$ cat src/rtl/calc_core.sv
// calc_core: ASCII expression calculator "A op B =" between a UART receiver
// and a UART transmitter. The result goes out as decimal ASCII followed by a
// space. A parse error, or a division by zero, produces "E ".
// Handshake: an rx byte is consumed only when rx_valid=1 and busy=0. A tx
// byte transfers on a rising edge with tx_valid=1 and tx_ready=1.
// tx_data/tx_valid hold while tx_ready=0.
module calc_core #(
  parameter int MAX_DIG = 4
) (
  input  logic       clk,
  input  logic       n_rst,
  input  logic [7:0] rx_data,
  input  logic       rx_valid,
  output logic [7:0] tx_data,
  output logic       tx_valid,
  input  logic       tx_ready,
  output logic       busy,
  output logic       err,
  output logic [2:0] dbg_state
);

  typedef enum logic [2:0] {
    ST_OPA  = 3'd0,
    ST_OPB  = 3'd1,
    ST_CALC = 3'd2,
    ST_CONV = 3'd3,
    ST_SEND = 3'd4,
    ST_ERR  = 3'd5
  } state_t;

  // Which part of the result is currently on tx_data while in SEND.
  localparam logic [1:0] PH_SIGN = 2'd0;
  localparam logic [1:0] PH_DIG  = 2'd1;
  localparam logic [1:0] PH_TERM = 2'd2;

  state_t            state_q, state_d;
  logic [13:0]       opa_q, opa_d, opb_q, opb_d;
  logic [3:0]        cnt_q, cnt_d;     // digit count of the operand being entered
  logic [1:0]        op_q, op_d;       // 0 '+', 1 '-', 2 '*', 3 '/'
  logic [26:0]       mag_q, mag_d;     // result magnitude, consumed by CONV
  logic              neg_q, neg_d;
  logic [7:0][3:0]   dig_q, dig_d;     // result digits, least significant first
  logic [2:0]        widx_q, widx_d;   // next digit slot written by CONV
  logic [2:0]        ptr_q, ptr_d;     // digit slot currently being sent
  logic [1:0]        phase_q, phase_d;
  logic [7:0]        tx_data_q, tx_data_d;
  logic              tx_valid_q, tx_valid_d;
  logic              busy_q, busy_d;
  logic              err_q, err_d;

  logic              take, xfer, is_digit, is_op, go_err, go_clear;
  logic [1:0]        op_code;
  logic signed [27:0] res;
  logic [26:0]       quo;
  logic [3:0]        rem;

  assign tx_data   = tx_data_q;
  assign tx_valid  = tx_valid_q;
  assign busy      = busy_q;
  assign err       = err_q;
  assign dbg_state = state_q;

  // State register: every register loads its next value; reset forces idle.
  always_ff @(posedge clk or negedge n_rst) begin
    if (!n_rst) begin
      state_q    <= ST_OPA;
      opa_q      <= '0;
      opb_q      <= '0;
      cnt_q      <= '0;
      op_q       <= '0;
      mag_q      <= '0;
      neg_q      <= 1'b0;
      dig_q      <= '0;
      widx_q     <= '0;
      ptr_q      <= '0;
      phase_q    <= PH_SIGN;
      tx_data_q  <= 8'h00;
      tx_valid_q <= 1'b0;
      busy_q     <= 1'b0;
      err_q      <= 1'b0;
    end else begin
      state_q    <= state_d;
      opa_q      <= opa_d;
      opb_q      <= opb_d;
      cnt_q      <= cnt_d;
      op_q       <= op_d;
      mag_q      <= mag_d;
      neg_q      <= neg_d;
      dig_q      <= dig_d;
      widx_q     <= widx_d;
      ptr_q      <= ptr_d;
      phase_q    <= phase_d;
      tx_data_q  <= tx_data_d;
      tx_valid_q <= tx_valid_d;
      busy_q     <= busy_d;
      err_q      <= err_d;
    end
  end

  // Next-state logic: parse, compute, convert, send; error/clear applied last.
  always_comb begin
    state_d    = state_q;
    opa_d      = opa_q;
    opb_d      = opb_q;
    cnt_d      = cnt_q;
    op_d       = op_q;
    mag_d      = mag_q;
    neg_d      = neg_q;
    dig_d      = dig_q;
    widx_d     = widx_q;
    ptr_d      = ptr_q;
    phase_d    = phase_q;
    tx_data_d  = tx_data_q;
    tx_valid_d = tx_valid_q;
    busy_d     = busy_q;
    err_d      = 1'b0;
    go_err     = 1'b0;
    go_clear   = 1'b0;

    take     = rx_valid && !busy_q;
    xfer     = tx_valid_q && tx_ready;
    is_digit = (rx_data >= 8'h30) && (rx_data <= 8'h39);
    is_op    = (rx_data == 8'h2B) || (rx_data == 8'h2D) ||
               (rx_data == 8'h2A) || (rx_data == 8'h2F);
    case (rx_data)
      8'h2D:   op_code = 2'd1;
      8'h2A:   op_code = 2'd2;
      8'h2F:   op_code = 2'd3;
      default: op_code = 2'd0;
    endcase

    case (op_q)
      2'd0:    res = signed'(28'(opa_q) + 28'(opb_q));
      2'd1:    res = signed'(28'(opa_q) - 28'(opb_q));
      2'd2:    res = signed'(28'(opa_q) * 28'(opb_q));
      default: res = signed'(28'(opa_q / opb_q));
    endcase

    quo = mag_q / 27'd10;
    rem = 4'(mag_q - quo * 27'd10);

    case (state_q)
      ST_OPA: begin
        if (take) begin
          if (rx_data == 8'h20) begin
            // spaces are ignored
          end else if (is_digit) begin
            if (cnt_q == 4'(MAX_DIG)) go_err = 1'b1;
            else begin
              opa_d = opa_q * 14'd10 + {10'd0, rx_data[3:0]};
              cnt_d = cnt_q + 4'd1;
            end
          end else if (is_op) begin
            if (cnt_q == 4'd0) go_err = 1'b1;
            else begin
              op_d    = op_code;
              cnt_d   = 4'd0;
              state_d = ST_OPB;
            end
          end else if (rx_data == 8'h49) go_clear = 1'b1;
          else go_err = 1'b1;
        end
      end
      ST_OPB: begin
        if (take) begin
          if (rx_data == 8'h20) begin
            // spaces are ignored
          end else if (is_digit) begin
            if (cnt_q == 4'(MAX_DIG)) go_err = 1'b1;
            else begin
              opb_d = opb_q * 14'd10 + {10'd0, rx_data[3:0]};
              cnt_d = cnt_q + 4'd1;
            end
          end else if (rx_data == 8'h3D && cnt_q != 4'd0) begin
            busy_d  = 1'b1;
            state_d = ST_CALC;
          end else if (rx_data == 8'h49) go_clear = 1'b1;
          else go_err = 1'b1;
        end
      end
      ST_CALC: begin
        if (op_q == 2'd3 && opb_q == 14'd0) go_err = 1'b1;
        else begin
          neg_d   = res[27];
          mag_d   = res[27] ? 27'(-res) : res[26:0];
          widx_d  = 3'd0;
          state_d = ST_CONV;
        end
      end
      ST_CONV: begin
        // One decimal digit per cycle; stop once the remaining value fits one digit.
        dig_d[widx_q] = rem;
        mag_d         = quo;
        widx_d        = widx_q + 3'd1;
        if (mag_q < 27'd10) begin
          state_d    = ST_SEND;
          ptr_d      = widx_q;
          tx_valid_d = 1'b1;
          if (neg_q) begin
            tx_data_d = 8'h2D;
            phase_d   = PH_SIGN;
          end else begin
            tx_data_d = {4'h3, rem};
            phase_d   = PH_DIG;
          end
        end
      end
      ST_SEND: begin
        if (xfer) begin
          case (phase_q)
            PH_SIGN: begin
              tx_data_d = {4'h3, dig_q[ptr_q]};
              phase_d   = PH_DIG;
            end
            PH_DIG: begin
              if (ptr_q == 3'd0) begin
                tx_data_d = 8'h20;
                phase_d   = PH_TERM;
              end else begin
                ptr_d     = ptr_q - 3'd1;
                tx_data_d = {4'h3, dig_q[ptr_q - 3'd1]};
              end
            end
            default: go_clear = 1'b1;
          endcase
        end
      end
      ST_ERR: begin
        if (xfer) begin
          if (tx_data_q == 8'h45) tx_data_d = 8'h20;
          else go_clear = 1'b1;
        end
      end
      default: go_clear = 1'b1;
    endcase

    if (go_clear) begin
      state_d    = ST_OPA;
      opa_d      = '0;
      opb_d      = '0;
      cnt_d      = '0;
      op_d       = '0;
      tx_data_d  = 8'h00;
      tx_valid_d = 1'b0;
      busy_d     = 1'b0;
    end
    if (go_err) begin
      state_d    = ST_ERR;
      err_d      = 1'b1;
      busy_d     = 1'b1;
      tx_valid_d = 1'b1;
      tx_data_d  = 8'h45;
    end
  end

endmodule

$ cat config.mk
export PLATFORM = sky130hd
export DESIGN_NAME = calc_core
export DESIGN_NICKNAME = d
export VERILOG_FILES = /design/src/rtl/calc_core.sv
export SDC_FILE = /design/constraint.sdc
export NUM_CORES = 1
export LEC_CHECK = 0
export BUFFER_PORTS_ARGS = -buffer_cell sky130_fd_sc_hd__buf_2
export CAP_MARGIN = 20
export CORE_MARGIN = 5
export CORE_UTILIZATION = 50
export CTS_CLUSTER_SIZE = 12
export DETAILED_ROUTE_END_ITERATION = 8
export GPL_TIMING_DRIVEN = 0
export PLACE_DENSITY = 0.7
export SYNTH_ARGS = -nofsm -noshare
export SYNTH_HDL_FRONTEND = slang
export SYNTH_SLANG_ARGS = --single-unit
$ cat constraint.sdc
create_clock -name clk -period 231.4 [get_ports clk]
set_clock_uncertainty 0.05 [all_clocks]
set_input_delay 0 -clock clk [delete_from_list [all_inputs] [get_ports clk]]
set_output_delay 0 -clock clk [all_outputs]
set_load 0.005 [all_outputs]
* Word-level counts from Yosys, hierarchy flattened *
Index checks and enable logic that the tools add are counted.

word-level totals
  register bits = 116
  input port bits = 12
  logic and storage cells = 262

cells by class
  $add $sub $neg = 9
  multiply operators = 4
  divide/modulo/power cells = 2
  order comparisons = 7
  equal/unequal tests = 53
  multiplexer cells = 118
  bitwise gates (word level) = 1
  reduce and logical (&&, ||, !) cells = 46

operators by type and width
  operator               number
  $mux 14                12
  $pmux 28 s3            1
  $ne 4x4->1 const B     16
  $mux 27                2
  $mux 3                 18
  $pmux 27 s2            1
  $mux 4                 13
  $eq 8x6->1 const B     6
  $mux 8                 6
  $mux 1                 38
  $bwmux 32              1
  $add 14x4->14          2
  $div 14x14->28         1
  $mul 14x14->28         1
  $mul 14x3->13 const B  2
  $div 27x4->27 const B  1
  $lt 27x4->1 const B    1
  $mul 27x3->3 const B   1
  $neg 27->27            1
  $reduce_and 5->1       5
  $bmux 4 s3             2
  $pmux 8 s3             1
  $ne 3x3->1 const B     7
  $mux 2                 10
  50 further kinds       91

* Depth between registers and ports, before layout *
  depth in word-level cells = 11
  mapped depth = 387
  mapped depth without buffers = 355

* Worst setup path before layout *
Ideal clock, no wire load.

  path kind = flip-flop to flip-flop
  start point = reg opb_q[1]
  end point = reg mag_q[18]
  data arrival time = 73.836 ns
  required time = 231.216 ns
  slack = 157.380 ns
  stages on the path, launching flop included = 370
  clock period less this slack = 74.020 ns
  cell sequence = dfrtp_1 clkinv_1 ha_1 o21a_1 o21ai_0 nor3_1 ha_1 o211a_1 or3_1 a2111oi_0 or2_2 ha_1 o21a_1 o22a_1 a2111o_1 nand2_1 ha_1 a21o_1 (+334 left out) nand2b_1 a21oi_1 nor2b_1 o21ai_0 nand2b_1 a21oi_1 nor2b_1 a2111oi_0 o221ai_1 o31ai_2 buf_2 and3_1 ha_1 clkbuf_2 nand2_1 o31ai_1 xnor2_1 o21ai_0

between the ends
  cells in the longest elaborated chain, start to end = 6
  elaborated cells between the ends (all ways) = 13
  classes of those cells = add/sub (3); mul (1); div (1); eq/ne (1); mux (4); reduce/logical (3)

RTL lines
  element                                       line  RTL
  from (decl)                                   37    logic [13:0] opa_q, opa_d, opb_q, opb_d;
  from (signal assigned)                        84    opb_q <= opb_d;
  $div 14x14->28, or another cell as far along  136   default: res = signed'(28'(opa_q / opb_q));
  $pmux 28 s3                                   132   case (op_q)
  $neg 27->27                                   185   mag_d = res[27] ? 27'(-res) : res[26:0];
  $mux 27                                       185
  $mux 27                                       182   if (op_q == 2'd3 && opb_q == 14'd0) go_err = 1'b1;
  $pmux 27 s2                                   142   case (state_q)
  to (signal assigned)                          87    mag_q <= mag_d;
  to (decl)                                     40    logic [26:0] mag_q, mag_d;

Several ways; a longest one is shown, not always the timed one. The select of a mux whose other input is x is not followed.
A chain may end at the register's enable or synchronous reset.

* Final worst setup path *
Same ends and word-level chain as after synthesis.

==> metrics.md <==
| Metric | Value |
|---|---|
| Post-route cell area | 37,700 um2 |
| H-tree levels | 4 |
| Synthesized area per cell | 7.569 um2 |
| Vias | 35,815 |
| Post-CTS setup buffers | 0 |
| R2R cell count | 369 |
| CTS root buffer | clkbuf_16 |
| Worst Path Required | 231.67 ns |
| WL final | 106,400 um |
| Residual DRC count | 0 |
| Area contributors post-synth | ha_1 (17%), fa_1 (8.4%), dfrtp_1 (8.1%) |
| Ratio of cells with drive above 1 in the final layout | 0.06481 |
| CTS Buffer Depth | 2 |
| Clock sinks | 115 |
| Worst-margin pin slew | 1.091 ns |
| HP Class | in2reg |
| Crit Path Max Fanout | 37 |
| Commonest non-fill, non-tap cell in the layout | ha_1 |
| CTS Buf Count | 17 |
| Area share of the largest cell type after synthesis | 0.1678 |
| Leading area contributor after synthesis | ha_1 |
| FILL cells | 6,908 |
| Full die area | 76,270 um2 |
| Vias in the first global route | 33,831 |
| Synthesized flop and latch total | 115 |
| Tcrit/Tclk final | 0.3975 |
| Initial core utilization | 0.5050 |
| DRT iter0 DRCs | 2,510 |
| Row count | 97 |
| First-pass GRT wire length | 173,500 um |
| EDFF count, synth | 0 |
| ANT nets after route | 0 |
| Final Hold Viols | 0 |
| Synth Flop Type | dfrtp_1 |
| Area of the core | 70,150 um2 |
| Final estimated routing congestion in global placement | 0.9273 |
| Yosys warning total | 0 |
| Area of placed instances | 37,070 um2 |
| Slowest cell on the critical path | clkinv_2 |
| Vias per cell | 6.275 |
| Post-detail-place hpwl | 84,730 um |
| Max Clock Freq | 0.01087 GHz |
| Fin. max-slew vios | 0 |
| Global route overflow | 0 |
| Die Width | 276.2 um |
| Period minus WS final | 91.98 ns |
| Worst-Skew Late Latency | 0.43 ns |
| Arrival @ worst endpoint | 92.25 ns |
| Share of async-settable or async-resettable flops after synthesis | 1.000 |
| Top-level port count | 26 |
| Layout Nets | 5,390 |
| Overall routing resource usage | 0.2670 |
| Wire per inst | 18.64 um |
| Die Height | 276.2 um |
| Initial antenna violation count | 0 |
| CP Launch Type | flip-flop |
| I/O Buffers | 24 |
| Pin count of the biggest net entering global routing | 84 |
| RSZ-0062 raised after global routing | false |
| CTS tree | built |
| Max Cap Violations | 0 |
| Most used cell, CP | o21a_1 |
| Worst setup EP type | flip-flop |
| DR pass1 iterations | 8 |
| Setup violators final | 0 |
| Relative slew margins | 0.2718 |
| Commonest cells after routing, fill and taps aside | ha_1 (475), nand2_1 (454), nor2_1 (373) |
| Register area share after synthesis | 0.08124 |
| Slowest stage delay, CP | 0.93 ns |
| Netlist cell types | 125 |
| Cells after synthesis | 4,680 |
| Clk slew on worst S/H paths | 0.06 ns |
| WS Path Type | reg2reg |
| WHS Path Cells | 5 |
| Area growth from synthesis to layout | 6.425% |
| ANT cells | 0 |
| Status | finished, final reports clean |
| Netlist Area Pre-Place | 35,420 um2 |
| Setup TNS | 0 ns |
==> layout make-up <==
class,instances,area (um2),share of cell area
plain buffers,194,829.5,0.02200
flip-flops and latches,115,2878,0.07634
repair buffers,42,476.7,0.01265
inverters,298,1121,0.02974
clock buffers,18,439.2,0.01165
well taps,940,1176,0.03120
clock inverters,14,127.6,0.003385
multi-input cells,4087,30650,0.8130
==> cells by family (layout without fill, tap and decap cells) <==
group	after synthesis	after routing	share of synthesized area
xor+xnor	237	237	0.05899
compound gates	1404	1404	0.2695
buf+inv	492	566	0.05500
simple gates	1650	1650	0.2299
other cells	1	15	0.0001059
flops	115	115	0.08124
mux	152	152	0.05214
fa+ha+maj	629	629	0.2531
==> state kept, by name, summed over array words and instances, names as in the netlist <==
register and flops:
dig_q 32, mag_q 27, opa_q 14, opb_q 14, tx_data 7, cnt_q 4, dbg_state 3, ptr_q 3
widx_q 3, op_q 2, phase_q 2, busy 1, err 1, neg_q 1, tx_valid 1
==> stage by stage <==
stage | hold slack [ns] | worst slack (ns) | cells | utilization
2_1_floorplan | -0.3456 | 157.38 | 4694 | -
3_3_place_gp | 0.3238 | 141.04 | 5658 | 0.5242
3_5_place_dp | -0.1262 | 141.08 | 5670 | 0.5285
4_1_cts | 0.005588 | 140.76 | 5708 | 0.5374
5_1_grt | 0.04905 | 132.31 | 5708 | 0.5374
6_report | 0.03658 | 139.42 | 5708 | 0.5374
==> path summary, 6_finish.rpt <==
path	from	endpoint	slack, ns
max in group asynchronous	n_rst	mag_q[16]	229.94
hold / removal	rx_data[7]	op_q[0]	0.04
hold reg to reg	tx_data[1]	tx_data[1]	0.46
min in group asynchronous	n_rst	mag_q[14]	0.53
setup / recovery	opb_q[1]	mag_q[18]	139.42
setup reg to reg	opb_q[1]	mag_q[18]	139.42
==> layer usage <==
layer / wire length [um] / share of wire / vias up / global-route usage
met1: 47230 / 0.44 / 17116 / 0.3570
met3: 6174 / 0.058 / 174 / 0.02725
met4: 3120 / 0.029 / 0 / 0.07274
li1: - / - / 17425 / -
met5: 0 / 0 / - / 0
met2: 49860 / 0.47 / 1100 / 0.4619
==> cell usage after synthesis (18+ instances only) <==
cell / instances
a211o_1: 19
a211oi_1: 48
a21boi_0: 18
a21o_1: 98
a21oi_1: 267
a22oi_1: 27
a31oi_1: 39
and2_1: 69
and3_1: 40
and4_1: 22
clkbuf_1: 147
dfrtp_1: 115
fa_1: 148
ha_1: 475
inv_1: 291
mux2_2: 77
mux2i_1: 54
nand2_1: 454
nand2b_1: 54
nand3_1: 119
nand4_1: 51
nor2_1: 373
nor2b_1: 38
nor3_1: 205
nor4_1: 40
o211ai_1: 47
o21a_1: 181
o21ai_0: 285
o21bai_1: 27
o221ai_1: 20
o22ai_1: 24
o31ai_1: 94
or2_2: 42
or3_1: 58
xnor2_1: 163
xor2_1: 73
==> worst max-delay path: cells and delay by family, from the launching register on <==
| family | cells | cell delay [ns] |
|---|---|---|
| multiplexers | 7 | 2.39 |
| buffers and inverters | 38 | 12.83 |
| flip-flops | 1 | 0.80 |
| XOR/XNOR | 1 | 0.14 |
| adder cells (fa/ha/maj) | 28 | 8.87 |
| AO/OA/AOI/OAI | 204 | 46.96 |
| AND/OR/NAND/NOR | 91 | 19.66 |
==> timing repair <==
item                                   4_1_cts  5_1_grt
hold buffers                                 6        0
resized for setup                            0        0
endpoints found under the hold margin      119        0
setup endpoints to repair                    0        0
Power is not shown: default switching activity piles up to over one toggle a cycle in this logic, so the estimate is an artifact.
